**src/rtl/mealy_stream_ctrl_pkg.sv**
```systemverilog
`default_nettype none
// ============================================================================
// Module      : mealy_ctrl_pkg
// Description : Shared widths, FSM state encodings and state type for the
//               Mealy detector stream sequencer.
// Revision    : 1.0 - initial release
// ============================================================================
package mealy_ctrl_pkg;

  localparam int PAT_W = 16;
  localparam int CNT_W = 5;

  localparam logic [1:0] S_IDLE  = 2'd0;
  localparam logic [1:0] S_CLEAR = 2'd1;
  localparam logic [1:0] S_SHIFT = 2'd2;
  localparam logic [1:0] S_DONE  = 2'd3;

  typedef enum logic [1:0] {
    ST_IDLE  = S_IDLE,
    ST_CLEAR = S_CLEAR,
    ST_SHIFT = S_SHIFT,
    ST_DONE  = S_DONE
  } state_e;

endpackage
`default_nettype wire

```
**src/rtl/mealy_stream_ctrl_if.sv**
```systemverilog
`default_nettype none
// ============================================================================
// Module      : mealy_stream_ctrl_if
// Description : Host/detector-side bundle of the stream sequencer. The master
//               side is the host plus the detector; the slave side is the
//               sequencer itself.
// Revision    : 1.0 - initial release
// ============================================================================
interface mealy_stream_ctrl_if #(
  parameter int PAT_W = mealy_ctrl_pkg::PAT_W,
  parameter int CNT_W = mealy_ctrl_pkg::CNT_W
);

  logic             start;
  logic [PAT_W-1:0] pattern;
  logic [CNT_W-1:0] len;
  logic             det_clr;
  logic             det_in;
  logic             det_z;
  logic             busy;
  logic             done;
  logic [CNT_W-1:0] hit_cnt;
  logic [CNT_W-1:0] first_hit;
  logic             first_valid;

  modport master (
    output start, pattern, len, det_z,
    input  det_clr, det_in, busy, done, hit_cnt, first_hit, first_valid
  );

  modport slave (
    input  start, pattern, len, det_z,
    output det_clr, det_in, busy, done, hit_cnt, first_hit, first_valid
  );

endinterface
`default_nettype wire

```
**src/rtl/mealy_hit_counter.sv**
```systemverilog
`default_nettype none
// ============================================================================
// Module      : mealy_hit_counter
// Description : Counts detector hits and captures the index of the first hit.
//               Cleared when a run is accepted; values hold otherwise.
// Revision    : 1.0 - initial release
// ============================================================================
module mealy_hit_counter #(
  parameter int CNT_W = mealy_ctrl_pkg::CNT_W
) (
  input  wire logic             clk,
  input  wire logic             rst,
  input  wire logic             clr,
  input  wire logic             en,
  input  wire logic [CNT_W-1:0] idx,
  output logic      [CNT_W-1:0] hit_cnt,
  output logic      [CNT_W-1:0] first_hit,
  output logic                  first_valid
);

  logic [CNT_W-1:0] r_hit_cnt;
  logic [CNT_W-1:0] r_first_hit;
  logic             r_first_valid;

  // Hit accumulation; the first enabled cycle also records its bit index.
  always_ff @(posedge clk or negedge rst) begin
    if (!rst) begin
      r_hit_cnt     <= '0;
      r_first_hit   <= '0;
      r_first_valid <= 1'b0;
    end else if (clr) begin
      r_hit_cnt     <= '0;
      r_first_hit   <= '0;
      r_first_valid <= 1'b0;
    end else if (en) begin
      r_hit_cnt <= r_hit_cnt + CNT_W'(1);
      if (!r_first_valid) begin
        r_first_hit   <= idx;
        r_first_valid <= 1'b1;
      end
    end
  end

  assign hit_cnt     = r_hit_cnt;
  assign first_hit   = r_first_hit;
  assign first_valid = r_first_valid;

endmodule
`default_nettype wire

```
**src/rtl/mealy_stream_ctrl.sv**
```systemverilog
`default_nettype none
// ============================================================================
// Module      : mealy_stream_ctrl
// Description : Latches a parallel pattern, clears a serial Mealy detector,
//               shifts the pattern out LSB-first and tallies the detector's
//               z output (count and first-hit index).
// Revision    : 1.0 - initial release
// ============================================================================
module mealy_stream_ctrl #(
  parameter int PAT_W = mealy_ctrl_pkg::PAT_W,
  parameter int CNT_W = mealy_ctrl_pkg::CNT_W
) (
  input  wire logic         clk,
  input  wire logic         rst,
  mealy_stream_ctrl_if.slave bus
);

  import mealy_ctrl_pkg::*;

  localparam logic [CNT_W-1:0] C_LEN_MAX = CNT_W'(PAT_W);

  state_e           r_state;
  state_e           w_next;
  logic [PAT_W-1:0] r_pat;
  logic [CNT_W-1:0] r_len;
  logic [CNT_W-1:0] r_idx;
  logic             r_det_clr;
  logic             r_busy;
  logic             r_done;
  logic             w_accept;
  logic             w_last;
  logic             w_shift;
  logic [CNT_W-1:0] w_len_clamp;

  assign w_accept    = (r_state == ST_IDLE) && bus.start;
  assign w_shift     = (r_state == ST_SHIFT);
  assign w_last      = (r_idx == r_len - CNT_W'(1));
  assign w_len_clamp = (bus.len > C_LEN_MAX) ? C_LEN_MAX : bus.len;

  // State register.
  always_ff @(posedge clk or negedge rst) begin
    if (!rst) begin
      r_state <= ST_IDLE;
    end else begin
      r_state <= w_next;
    end
  end

  // Next-state decode: a zero-length run skips SHIFT entirely.
  always_comb begin
    w_next = r_state;
    case (r_state)
      ST_IDLE:  if (bus.start) w_next = ST_CLEAR;
      ST_CLEAR: w_next = (r_len != '0) ? ST_SHIFT : ST_DONE;
      ST_SHIFT: if (w_last) w_next = ST_DONE;
      ST_DONE:  w_next = ST_IDLE;
      default:  w_next = ST_IDLE;
    endcase
  end

  // Pattern/length capture on an accepted start; index walks during SHIFT.
  always_ff @(posedge clk or negedge rst) begin
    if (!rst) begin
      r_pat <= '0;
      r_len <= '0;
      r_idx <= '0;
    end else if (w_accept) begin
      r_pat <= bus.pattern;
      r_len <= w_len_clamp;
      r_idx <= '0;
    end else if (w_shift) begin
      r_idx <= r_idx + CNT_W'(1);
    end
  end

  // Status outputs registered from the next state so they align with it.
  always_ff @(posedge clk or negedge rst) begin
    if (!rst) begin
      r_det_clr <= 1'b0;
      r_busy    <= 1'b0;
      r_done    <= 1'b0;
    end else begin
      r_det_clr <= (w_next == ST_CLEAR);
      r_busy    <= (w_next == ST_CLEAR) || (w_next == ST_SHIFT);
      r_done    <= (w_next == ST_DONE);
    end
  end

  // Serial bit is a mask-and-reduce of the latched pattern so every bit is used.
  assign bus.det_in  = w_shift && (|(r_pat & (PAT_W'(1) << r_idx)));
  assign bus.det_clr = r_det_clr;
  assign bus.busy    = r_busy;
  assign bus.done    = r_done;

  mealy_hit_counter #(
    .CNT_W (CNT_W)
  ) u_hit_counter (
    .clk         (clk),
    .rst         (rst),
    .clr         (w_accept),
    .en          (w_shift && bus.det_z),
    .idx         (r_idx),
    .hit_cnt     (bus.hit_cnt),
    .first_hit   (bus.first_hit),
    .first_valid (bus.first_valid)
  );

endmodule
`default_nettype wire

```
**src/flat_wrapper.sv**
```systemverilog
// flat-port wrapper written by rule: the top's interface ports become plain ports
module mealy_stream_ctrl_flat import mealy_ctrl_pkg::*;
#(
  parameter int PAT_W = mealy_ctrl_pkg::PAT_W,
  parameter int CNT_W = mealy_ctrl_pkg::CNT_W
)
  (clk, rst, bus_start, bus_pattern, bus_len, bus_det_z, bus_det_clr, bus_det_in, bus_busy, bus_done, bus_hit_cnt, bus_first_hit, bus_first_valid);
  mealy_stream_ctrl_if #(.PAT_W(PAT_W), .CNT_W(CNT_W)) bus_i ();
  input  wire logic clk;
  input  wire logic rst;
  input wire logic [$bits(bus_i.start)-1:0] bus_start;
  input wire logic [$bits(bus_i.pattern)-1:0] bus_pattern;
  input wire logic [$bits(bus_i.len)-1:0] bus_len;
  input wire logic [$bits(bus_i.det_z)-1:0] bus_det_z;
  output wire logic [$bits(bus_i.det_clr)-1:0] bus_det_clr;
  output wire logic [$bits(bus_i.det_in)-1:0] bus_det_in;
  output wire logic [$bits(bus_i.busy)-1:0] bus_busy;
  output wire logic [$bits(bus_i.done)-1:0] bus_done;
  output wire logic [$bits(bus_i.hit_cnt)-1:0] bus_hit_cnt;
  output wire logic [$bits(bus_i.first_hit)-1:0] bus_first_hit;
  output wire logic [$bits(bus_i.first_valid)-1:0] bus_first_valid;
  assign bus_i.start = bus_start;
  assign bus_i.pattern = bus_pattern;
  assign bus_i.len = bus_len;
  assign bus_i.det_z = bus_det_z;
  assign bus_det_clr = bus_i.det_clr;
  assign bus_det_in = bus_i.det_in;
  assign bus_busy = bus_i.busy;
  assign bus_done = bus_i.done;
  assign bus_hit_cnt = bus_i.hit_cnt;
  assign bus_first_hit = bus_i.first_hit;
  assign bus_first_valid = bus_i.first_valid;
  mealy_stream_ctrl #(.PAT_W(PAT_W), .CNT_W(CNT_W)) u_core (.clk(clk), .rst(rst), .bus(bus_i));
endmodule
```
**config.mk**
```make
export PLATFORM = sky130hd
export DESIGN_NAME = mealy_stream_ctrl_flat
export DESIGN_NICKNAME = d
export VERILOG_FILES = /design/src/rtl/mealy_stream_ctrl_pkg.sv /design/src/rtl/mealy_stream_ctrl_if.sv /design/src/rtl/mealy_hit_counter.sv /design/src/rtl/mealy_stream_ctrl.sv /design/src/flat_wrapper.sv
export SDC_FILE = /design/constraint.sdc
export NUM_CORES = 1
export LEC_CHECK = 0
export BUFFER_PORTS_ARGS = -buffer_cell sky130_fd_sc_hd__buf_2
export CAP_MARGIN = 20
export CORE_MARGIN = 2
export CORE_UTILIZATION = 54
export CTS_CLUSTER_SIZE = 25
export DETAILED_ROUTE_END_ITERATION = 6
export HOLD_SLACK_MARGIN = 0.1
export MAX_ROUTING_LAYER = met4
export PLACE_DENSITY_LB_ADDON = 0.25
export SLEW_MARGIN = 20
export SYNTH_ARGS = -nofsm -noshare
export SYNTH_HDL_FRONTEND = slang
export SYNTH_HIERARCHICAL = 1
export SYNTH_SLANG_ARGS = --single-unit
```
**constraint.sdc**
```tcl
create_clock -name clk -period 2.2 [get_ports clk]
set_input_delay 0.44 -clock clk [delete_from_list [all_inputs] [get_ports clk]]
set_output_delay 0.44 -clock clk [all_outputs]
set_load 0.05 [all_outputs]
```
==> Word level (Yosys, flattened, before mapping) <==
Cells that the tools add are included.
{ "word_totals": {"regBits": 42, "inputBits": 25, "word_cells": 48} }
{ "classes": {"addsub": 3, "order_cmp": 1, "n_eq_ne": 8, "shift": 1, "mux": 14, "bitwise_logic": 1, "n_reduce_logical": 10} }
{ "op_table": {"columns": ["operator", "count"], "rows": [
  ["$mux W5", 8],
  ["$and A16 B16 Y16", 1],
  ["$reduce_or A16 Y1", 1],
  ["$shl A1 B5 Y16 const A", 1],
  ["$add A5 B1 Y5 const B", 2],
  ["$eq A2 B2 Y1 const B", 4],
  ["$pmux W2 S4", 1],
  ["$eq A5 B5 Y1", 1],
  ["$gt A5 B5 Y1 const B", 1],
  ["$reduce_bool A5 Y1", 1],
  ["$sub A5 B1 Y5 const B", 1],
  ["$eq A2 B1 Y1 const B", 2],
  ["$mux W2", 2],
  ["$reduce_bool A2 Y1", 2],
  ["$logic_and A1 B1 Y1", 3],
  ["$mux W1", 3],
  ["$logic_not A2 Y1", 1],
  ["$ne A2 B2 Y1 const B", 1],
  ["$reduce_and A2 Y1", 1],
  ["$logic_or A1 B1 Y1", 1]
]} }

==> Longest topological paths before layout <==
{ "logic_depth": {"ltp_word": 6, "ltp_mapped": 9} }

==> Cells and area by module <==
The synthesis kept the hierarchy.
{ "by_module_without_submodules": {"columns": ["module", "n_inst", "cells_each", "area_each_um2", "seq_area_each_um2"], "rows": [
  ["mealy_stream_ctrl", 1, 168, 1605.3, 775.7],
  ["mealy_hit_counter", 1, 41, 484.2, 275.3]
]} }

==> Worst setup path before layout <==
OpenSTA, ideal clock, no wires.
{ "synth_timing": {"path_type": "register -> output", "start": "register u_core.r_idx[0]", "end": "output bus_det_in", "arrival_ns": 1.963, "path_slack_ns": -0.203, "path_stages_with_launch": 7, "n_path_buf": 0, "cell_sequence": "dfrtp_1 > ha_1 > ha_1 > a22oi_1 > nand2_1 > a211oi_1 > nor4b_2"} }
{ "synth_via": {"elab_chain_cells": 4} }
{ "synth_rtl": {"columns": ["item", "line_no", "source"], "rows": [
  ["from (decl)", "mealy_stream_ctrl.sv:26", "logic [CNT_W-1:0] r_idx;"],
  ["from (signal assigned)", "mealy_stream_ctrl.sv:72", "r_idx <= r_idx + CNT_W'(1);"],
  ["$shl A1 B5 Y16", "mealy_stream_ctrl.sv:90", "assign bus.det_in = w_shift && (|(r_pat & (PAT_W'(1) << r_idx)));"],
  ["$and A16 B16 Y16", "mealy_stream_ctrl.sv:90", null],
  ["$reduce_or A16 Y1", "mealy_stream_ctrl.sv:90", null],
  ["$logic_and A1 B1 Y1", "mealy_stream_ctrl.sv:90", null],
  ["to (decl)", "flat_wrapper.sv:16", "output wire logic [$bits(bus_i.det_in)-1:0] bus_det_in;"]
]} }
No other way between the ends.

==> Worst setup path after layout <==
Ends and elaborated chain as after synthesis.

==> impl_metrics.csv <==
group,metric,value,unit
status,status,"finished, violations left",
status,violations,"negative setup slack",
cts,cts_sinks,42,
sta,slew_violations,0,
die,fp-row-count,22,
worst_setup_path,endpoint_kind,"output port",
worst_setup_path,critPathLaunchType,"flip-flop",
synth,syn_area,2090,um2
worst_setup_path,startpoint,"u_core/r_idx[0]",
drt,wirelength,4203,um
sta,worst_slack,-169.8,ps
cts,cts_buffers,5,
synth,synthDistinctLibCells,29,
finish,antennaDiodeCount,0,
place,io_buffers,39,
worst_setup_path,path_class,"reg2out",
synth,syn_avg_cell_area,9.998,um2
cts,clock_path_buffers,2,
die,die-height,66.21,um
global_route,grt_pass1_vias,1596,
drt,route.detailed.drc,0,
synth,synth_top_cell_by_area,"dfrtp_1",
worst_setup_path,rr_startpoint,"u_core/r_len[0]",
global_route,track_usage,22.88,%
drt,drtIter0Drc,88,
worst_setup_path,cp.required,1760,ps
synth,synth_top_area_share,50.30,%
cts,clk_latency,290,ps
finish,fin_cells,301,
sta,final.setup.tns,-169.8,ps
drt,wire_per_inst,13.96,um
pwr,vdd_drop_max,0.7310,mV
finish,final_cell_mix,"59 x nand2_1, 40 x dfrtp_1, 38 x buf_2",
die,die_w,66.21,um
place,place.gp.congestion,0.8735,
drt,avgViaCountPerCell,5.286,
synth,ys_seq_elements,42,
hold_path,min_path_type,"in2async",
sta,worst_pin_slew,480.3,ps
global_route,antenna_found_initial,0,
sta,setup_viol,1,
drt,vias,1591,
finish,layout.nets,293,
drt,first_pass_iters,4,
sta,hold_viol,0,
cts,clk_pin_slew,70,ps
sta,rsz0062_at_grt,"true",
cts,postCtsSetupBuffers,0,
die,core_area,3689,um2
place,hpwl,2867,um
finish,drive_gt1_share,28.85,%
finish,seq_area,1054,um2
synth,postSynthCellCount,209,
cts,cts_hold_buf,0,
sta,skew,3.317,ps
sta,max-slew-margin-rel,67.98,%
place,dp.cells,295,
finish,layout_commonest_cell,"nand2_1",
sta,period_minus_slack,2370,ps
pwr,total_power,3.716,mW
die,start_util,56.65,%
worst_setup_path,worstPathArrival,1930,ps
finish,fin_util,68.59,%
die,ios,40,
pwr,power_density,1469,nW/um2
worst_setup_path,cp_max_fo,4,
sta,fmax,422.0,MHz
finish,multi_input_area,1018,um2
global_route,grt_pass1_wl,7279,um
drt,drtAntennaViolNets,0,
global_route,grt_max_degree,40,
synth,syn_nets,248,
cts,htree_levels,2,
synth,yosys-top-cells-area,"dfrtp_1 50%, nand2_1 11%, ha_1 8.4%, nor2_1 3.4%, mux2i_1 3.4%",
global_route,gr-total-overflow,0,
die,die-area,4383,um2
place,placed_cell_area,2367,um2
synth,ys_seq_area_share,50.30,%
sta,fin_crit_sh,107.7,%
synth,yosysWarnings,6,
finish,area_growth_syn_to_layout,21.08,%
finish,stdcell_area,2530,um2
finish,fill_cells,308,
cts,root_buffer,"clkbuf_8",
job,maxCapViolCount,0,
cts,cts_tree,"built",
pwr,p_leak,1.342,nW
## synthesized netlist by cell type
library cell,number
a211oi_1,2
xnor2_1,7
mux2_2,1
ha_1,14
o21ai_0,2
clkbuf_1,2
nor2_1,19
a22oi_1,3
nand2b_4,1
buf_2,5
o31ai_1,1
nor4b_2,1
buf_6,3
mux2_4,1
a221oi_1,2
inv_1,9
nor3_1,2
dfrtp_1,42
and2_1,1
a21oi_1,4
xor2_1,8
mux2i_1,7
and3b_1,1
a221o_1,1
nand4_1,5
nand3b_1,4
a211oi_2,1
nor3b_2,1
nand2_1,59
## what timing repair did
| action | 4_1_cts | 5_1_grt |
|---|---|---|
| pin swaps | 7 | 4 |
| resized for setup | 18 | 1 |
| setup endpoints to repair | 1 | 1 |
## final timing paths
path                                                   end  slack (ps)  cells after the start
max                                             bus_det_in        -170                      7
min reg2reg                                u_core/r_pat[8]         490                      2
min in group clk                          u_core/r_pat[13]         340                      3
max reg2reg                                u_core/bus.busy         350                      7
max in group asynchronous                  u_core/r_idx[0]        1610                      2
min                        u_core/u_hit_counter/hit_cnt[3]         100                      1
## final cells by class
type,count,area share [%]
Clock buffer,6,3.264
Inverter,9,1.335
Timing Repair Buffer,48,11.13
Sequential cell,42,41.64
Tap cell,48,2.374
Multi-Input combinational cell,148,40.26
## sequential cells by signal, summed over array words and instances (netlist names)
name	count
u_core/r_pat	16
u_core/u_hit_counter/first_hit	5
u_core/r_state	2
u_core/r_idx	5
u_core/bus.det_clr	1
u_core/u_hit_counter/first_valid	1
u_core/u_hit_counter/hit_cnt	5
u_core/r_len	5
u_core/bus.done	1
u_core/bus.busy	1
## logic make-up (layout without fill, tap and decap cells)
logic type	after synthesis	after routing	share of synthesized area (%)
xor gates and xnor gates	15	15	6.288
muxes	9	9	4.611
AOI/OAI and AO/OA	16	16	5.509
and+or+nand+nor	94	94	20.12
DFF	42	42	50.30
buffers and inverters	19	63	4.790
adders and majority gates	14	14	8.383
## per-layer routing
layer | routed length, um | global-route usage, % | up-vias | share of wire [%]
met3 | 192 | 5.963 | 11 | 4.6
met4 | 75 | 8.163 | 0 | 1.8
met1 | 1883 | 27.85 | 765 | 45
met2 | 2051 | 36.88 | 49 | 49
li1 | - | - | 766 | -
met5 | 0 | - | - | 0
## through the flow
step | setup WS, ps | hold WS (ps)
3_3_place_gp | 45.74 | 421.9
2_1_floorplan | 90.26 | 144.4
3_5_place_dp | -11.53 | 429.2
6_report | -169.8 | 103.1
5_1_grt | -258.7 | 135.2
4_1_cts | -136.0 | 115.1
## critical path: stages, from the launching register on
cell,delay (ps)
dfrtp_2,470
ha_4,200
ha_4,170
a22oi_2,180
nand2_1,90
a211oi_2,290
nor4b_4,80
buf_6,160
## report_power, final
group | switching (mW) | internal [mW]
clock | 0.235 | 0.242
combinational | 1.11 | 0.779
sequential | 0.271 | 1.08
total | 1.61 | 2.10
No activity file was read; power rests on OpenSTA's default activity.
